==> config.mk <==
export PLATFORM = sky130hd
export DESIGN_NAME = bram_fifo_ctrl
export DESIGN_NICKNAME = d
export VERILOG_FILES = /design/src/rtl/bram_fifo_ctrl.sv
export SDC_FILE = /design/constraint.sdc
export NUM_CORES = 1
export LEC_CHECK = 0
export ABC_AREA = 1
export BUFFER_PORTS_ARGS = -buffer_cell sky130_fd_sc_hd__buf_4
export CAP_MARGIN = 20
export CORE_ASPECT_RATIO = 1.1
export CORE_MARGIN = 10
export CORE_UTILIZATION = 47
export DETAILED_ROUTE_END_ITERATION = 10
export PLACE_DENSITY = 0.77
export SLEW_MARGIN = 15
export SYNTH_ARGS = -nofsm -noshare
export SYNTH_HDL_FRONTEND = slang
export SYNTH_SLANG_ARGS = --single-unit
==> constraint.sdc <==
create_clock -name clk -period 3.45 [get_ports clk]
set_clock_uncertainty 0.15 [all_clocks]
set_input_delay 0.345 -clock clk [delete_from_list [all_inputs] [get_ports clk]]
set_output_delay 0.345 -clock clk [all_outputs]
set_load 0.01 [all_outputs]
==> src/rtl/bram_fifo_ctrl.sv <==
// Single-clock valid/ready FIFO controller over one sram1024x18 (port A write, port B read).
// A 2-entry prefetch buffer hides SRAM read latency. Optional MSB parity: define BRAM_FIFO_PARITY_EN.
module bram_fifo_ctrl #(
  parameter int unsigned ADDR_W    = 10,
  parameter int unsigned DATA_W    = 18,
  parameter int unsigned AFULL_TH  = 1020,
  parameter int unsigned AEMPTY_TH = 4
) (
  input  logic              clk,
  input  logic              rst_n,
  input  logic              s_valid,
  output logic              s_ready,
  input  logic [DATA_W-1:0] s_data,
  output logic              m_valid,
  input  logic              m_ready,
  output logic [DATA_W-1:0] m_data,
  output logic [ADDR_W:0]   count,
  output logic              almost_full,
  output logic              almost_empty,
  output logic              parity_err,
  output logic              sram_cen_a,
  output logic              sram_wen_a,
  output logic [ADDR_W-1:0] sram_addr_a,
  output logic [DATA_W-1:0] sram_wmsk_a,
  output logic [DATA_W-1:0] sram_wdata_a,
  output logic              sram_cen_b,
  output logic              sram_wen_b,
  output logic [ADDR_W-1:0] sram_addr_b,
  output logic [DATA_W-1:0] sram_wmsk_b,
  output logic [DATA_W-1:0] sram_wdata_b,
  input  logic [DATA_W-1:0] sram_rdata_b
);

  localparam int unsigned CNT_W = ADDR_W + 1;
  localparam int unsigned DEPTH = 1 << ADDR_W;

  logic [ADDR_W-1:0] wptr, rptr;
  logic [CNT_W-1:0]  mem_cnt, mem_cnt_n, count_n;
  logic [1:0]        obuf_cnt, obuf_cnt_n, obuf_base;
  logic              inflight;
  logic [DATA_W-1:0] obuf0, obuf1, obuf0_n, obuf1_n, wword;
  logic [2:0]        occ, occ_left;
  logic              push, pop, issue;

`ifdef BRAM_FIFO_PARITY_EN
  // MSB becomes even parity of the low bits (XOR with the old MSB cancels it out)
  assign wword = s_data ^ {s_data[DATA_W-1] ^ (^s_data[DATA_W-2:0]), {(DATA_W-1){1'b0}}};
`else
  assign wword = s_data;
`endif

  // Handshakes, read issue and next-state of counters and prefetch buffer
  always_comb begin
    push       = s_valid & s_ready;
    pop        = m_valid & m_ready;
    occ        = {1'b0, obuf_cnt} + {2'b00, inflight};
    occ_left   = occ - {2'b00, pop};
    issue      = (mem_cnt != '0) && (occ_left < 3'd2);
    mem_cnt_n  = mem_cnt + CNT_W'(push) - CNT_W'(issue);
    count_n    = count + CNT_W'(push) - CNT_W'(pop);
    obuf_cnt_n = obuf_cnt + {1'b0, inflight} - {1'b0, pop};
    obuf_base  = obuf_cnt - {1'b0, pop};
    obuf0_n    = obuf0;
    obuf1_n    = obuf1;
    if (pop) obuf0_n = obuf1;
    if (inflight) begin
      if (obuf_base == 2'd0) obuf0_n = sram_rdata_b;
      else                   obuf1_n = sram_rdata_b;
    end
  end

  assign sram_cen_a   = ~push;
  assign sram_wen_a   = ~push;
  assign sram_addr_a  = wptr;
  assign sram_wmsk_a  = '0;
  assign sram_wdata_a = wword;

  assign sram_cen_b   = ~issue;
  assign sram_wen_b   = 1'b1;
  assign sram_addr_b  = rptr;
  assign sram_wmsk_b  = '1;
  assign sram_wdata_b = '0;

  assign m_data = obuf0;

  always_ff @(posedge clk or negedge rst_n) begin
    if (!rst_n) begin
      wptr         <= '0;
      rptr         <= '0;
      mem_cnt      <= '0;
      obuf_cnt     <= '0;
      inflight     <= 1'b0;
      obuf0        <= '0;
      obuf1        <= '0;
      count        <= '0;
      s_ready      <= 1'b0;
      m_valid      <= 1'b0;
      almost_full  <= 1'b0;
      almost_empty <= 1'b1;
    end else begin
      if (push)  wptr <= wptr + ADDR_W'(1);
      if (issue) rptr <= rptr + ADDR_W'(1);
      mem_cnt      <= mem_cnt_n;
      inflight     <= issue;
      obuf_cnt     <= obuf_cnt_n;
      obuf0        <= obuf0_n;
      obuf1        <= obuf1_n;
      count        <= count_n;
      s_ready      <= count_n < CNT_W'(DEPTH);
      m_valid      <= obuf_cnt_n != 2'd0;
      almost_full  <= count_n >= CNT_W'(AFULL_TH);
      almost_empty <= count_n <= CNT_W'(AEMPTY_TH);
    end
  end

`ifdef BRAM_FIFO_PARITY_EN
  // Sticky: any captured word with odd overall parity
  always_ff @(posedge clk or negedge rst_n) begin
    if (!rst_n)                          parity_err <= 1'b0;
    else if (inflight && ^sram_rdata_b)  parity_err <= 1'b1;
  end
`else
  assign parity_err = 1'b0;
`endif

endmodule
==> run metrics <==
CTS Sinks=85; vias=3975; Clock transition at path regs=0.06 ns; Arr. time, crit path=3.47 ns; Storage cell area=2130 µm²; status=finished, final reports clean; DR vias/cell=4.77; initial antenna violation count=0; total power=7.02 mW; Placer Congestion=0.902; RSZ-0062 raised after global routing=true; Syn Area/Cell=8.56 µm²; Final Net Count=753; routed wire length per instance=14.2 µm; async set or reset register ratio after synthesis=1.00; Crit path required time=3.52 ns; Area contributors post-synth=dfrtp_1 (40%), buf_4 (11%), nand2_1 (9.7%); Final Core Density=0.560; DIE AREA=15700 µm²; grt total ovfl=0; multi-input logic area=2440 µm²; clk_lat worst skew=0.34 ns; fin. max-slew vios=0; Netlist Area Pre-Place=5200 µm²; TritonRoute pass-1 iters=5; # setup viols final=0; # IOs=170; top-count cell post-synth=nand2_1; initial core utilization=0.479; antenna viol nets, final=0; # diodes=0; share of layout cells above drive strength 1=0.218; Most common cell on crit path=buf_4; post-route setup slack=0.0433 ns; Max stage delay on crit path=0.56 ns; vias in the first global route=4018; worst relative slew slack=0.549; share of the synthesized area in the top cell type=0.404; layout filler cell count=978; Yosys top cell by area=dfrtp_1; Final Cycle Share=0.987; crit end category=flop; Fmax=294 MHz; register area share after synthesis=0.409; Critical Path, Cell by Cell=nand2_2, xnor2_2, ha_2, inv_2, fa_1, o21ai_1, a21oi_1, nand2_1, buf_4, buf_4, nand2_1, nand2_2, ha_4, inv_4, fa_2, buf_4, inv_2, nand3_1, nand4_1, xor2_1; MaxCap Viol Count=0; Post-Syn Instances=608; Fin. Hold Viols=0; Commonest cells post-synth=nand2_1 (134), dfrtp_1 (84), buf_4 (75); Netlist cell types=34; crit-path max FO=3; final wirelength=11900 µm; synthesized flop and latch total=85; Post-synth EDFFs=0; VDD IR max=0.000462 V; Buffers on Ports=77; root buf cell=clkbuf_16; Final TNS setup=0 ns; Num CTS Buffers=9; prevailing post-synth register cell=dfrtp_1; first-pass GRT wire length=19000 µm; P_leak=3.27 nW; Syn. warnings=0; Rows=40; minimum hold slack=0.0904 ns; largest net degree at the start of global routing=86; fin crit period=3.41 ns; post-placement setup slack=-0.0695 ns; slowest CP cell=fa_1; CTS tree=built; hpwl dp=8630 µm; drt first-iter violations=269; H-Tree Depth=3; Layout area overhead=16.8%; Max Root-Sink Buffers=2; Die Wd=120 µm; DRC Markers=0; crit path launch type=flop; critical path type=reg2reg; Worst-Margin Slew=0.676 ns; Die Span Y=130 µm; worst hold path class=in2reg; Core ar.=10900 µm²; pwr/cell area=1160 nW/µm²; GRT Resource Usage Total=0.148
-- report_power, final --
part / switching, mW / internal (mW) / leakage (nW) / total, mW
combinational: 2.36 / 1.80 / 2.12 / 4.16
sequential: 0.334 / 1.50 / 1.01 / 1.83
clock: 0.400 / 0.633 / 0.145 / 1.03
total: 3.09 / 3.93 / 3.27 / 7.02
-- worst paths after layout --
kind | startpoint | to | slack [ns] | cells past startpoint
setup / recovery | m_valid$_DFF_PN0_ | mem_cnt[10]$_DFF_PN0_ | 0.04 | 20
hold / removal | sram_rdata_b[7] | obuf1[7]$_DFFE_PN0P_ | 0.09 | 2
setup reg to reg | m_valid$_DFF_PN0_ | mem_cnt[10]$_DFF_PN0_ | 0.04 | 20
hold reg to reg | sram_addr_a[8]$_DFFE_PN0P_ | sram_addr_a[8]$_DFFE_PN0P_ | 0.34 | 1
max in group asynchronous | rst_n | count[4]$_DFF_PN0_ | 2.24 | 3
min in group asynchronous | rst_n | m_data[9]$_DFF_PN0_ | 0.30 | 2
-- critical path, delay by kind of cell, from the launching register on --
kind	cells	cell delay, ns
AOI/OAI and AO/OA	2	0.23
xor gates and xnor gates	2	0.29
adders and majority gates	4	1.18
buffers and inverters	6	0.54
DFF	1	0.39
and+or+nand+nor	6	0.52
-- kinds of logic after synthesis --
logic type / synth area share
simple gates: 0.201
buf+inv: 0.170
flops: 0.409
compound gates: 0.0409
xor+xnor: 0.0553
fa+ha+maj: 0.0765
mux: 0.0462
other cells: 0.00144
-- timing repair --
item	4_1_cts	5_1_grt
hold buffers	0	1
endpoints found under the hold margin	0	21
resized for setup	2	13
endpoints found under the setup margin	1	3
setup buffers	1	10
pin swaps	1	10
gates cloned	0	0
-- registers in the layout, indices dropped and copies added, names as in the netlist --
register and cells:
s_ready 1, obuf_cnt 2, obuf1 18, count 11, inflight 1, almost_empty 1
sram_addr_b 10, almost_full 1, m_valid 1, sram_addr_a 10, mem_cnt 11, m_data 18
-- per-stage QoR --
step                instance area (µm²)  instances
floorplan                          5420        662
global placement                   5600        806
detailed placement                 5600        806
CTS                                5930        822
global route                       6080        834
finish                             6080        834
-- layer usage --
layer	vias to the layer above	part of all wire	global-route usage
met3	23	0.067	0.0493
li1	1957	-	-
met4	0	0.017	0.0653
met2	116	0.53	0.259
met1	1879	0.39	0.159
met5	-	0	0
-- area by class of cell --
type | count | area share
Multi-Input combinational cell | 420 | 0.401
Sequential cell | 85 | 0.350
Timing Repair Buffer | 96 | 0.122
Inverter | 71 | 0.0443
Clock buffer | 10 | 0.0377
Tap cell | 147 | 0.0303
Clock inverter | 5 | 0.0138
-- cells in the final DEF, fill, tap and decap left out, types with 2 or more instances in the layout --
master	instances
conb_1	56
nand2_2	5
clkbuf_16	9
bufinv_16	2
xnor2_1	9
fa_1	2
nor2_1	46
mux2_2	8
a21oi_1	13
xor2_1	21
nand4_1	8
o21ai_0	3
ha_1	25
a31oi_1	18
dfrtp_1	83
inv_2	4
nand3_1	43
mux2_4	10
inv_1	65
nor3_1	6
nand2_1	132
clkinvlp_4	2
buf_4	94
Power figures use the tool's default switching activity.
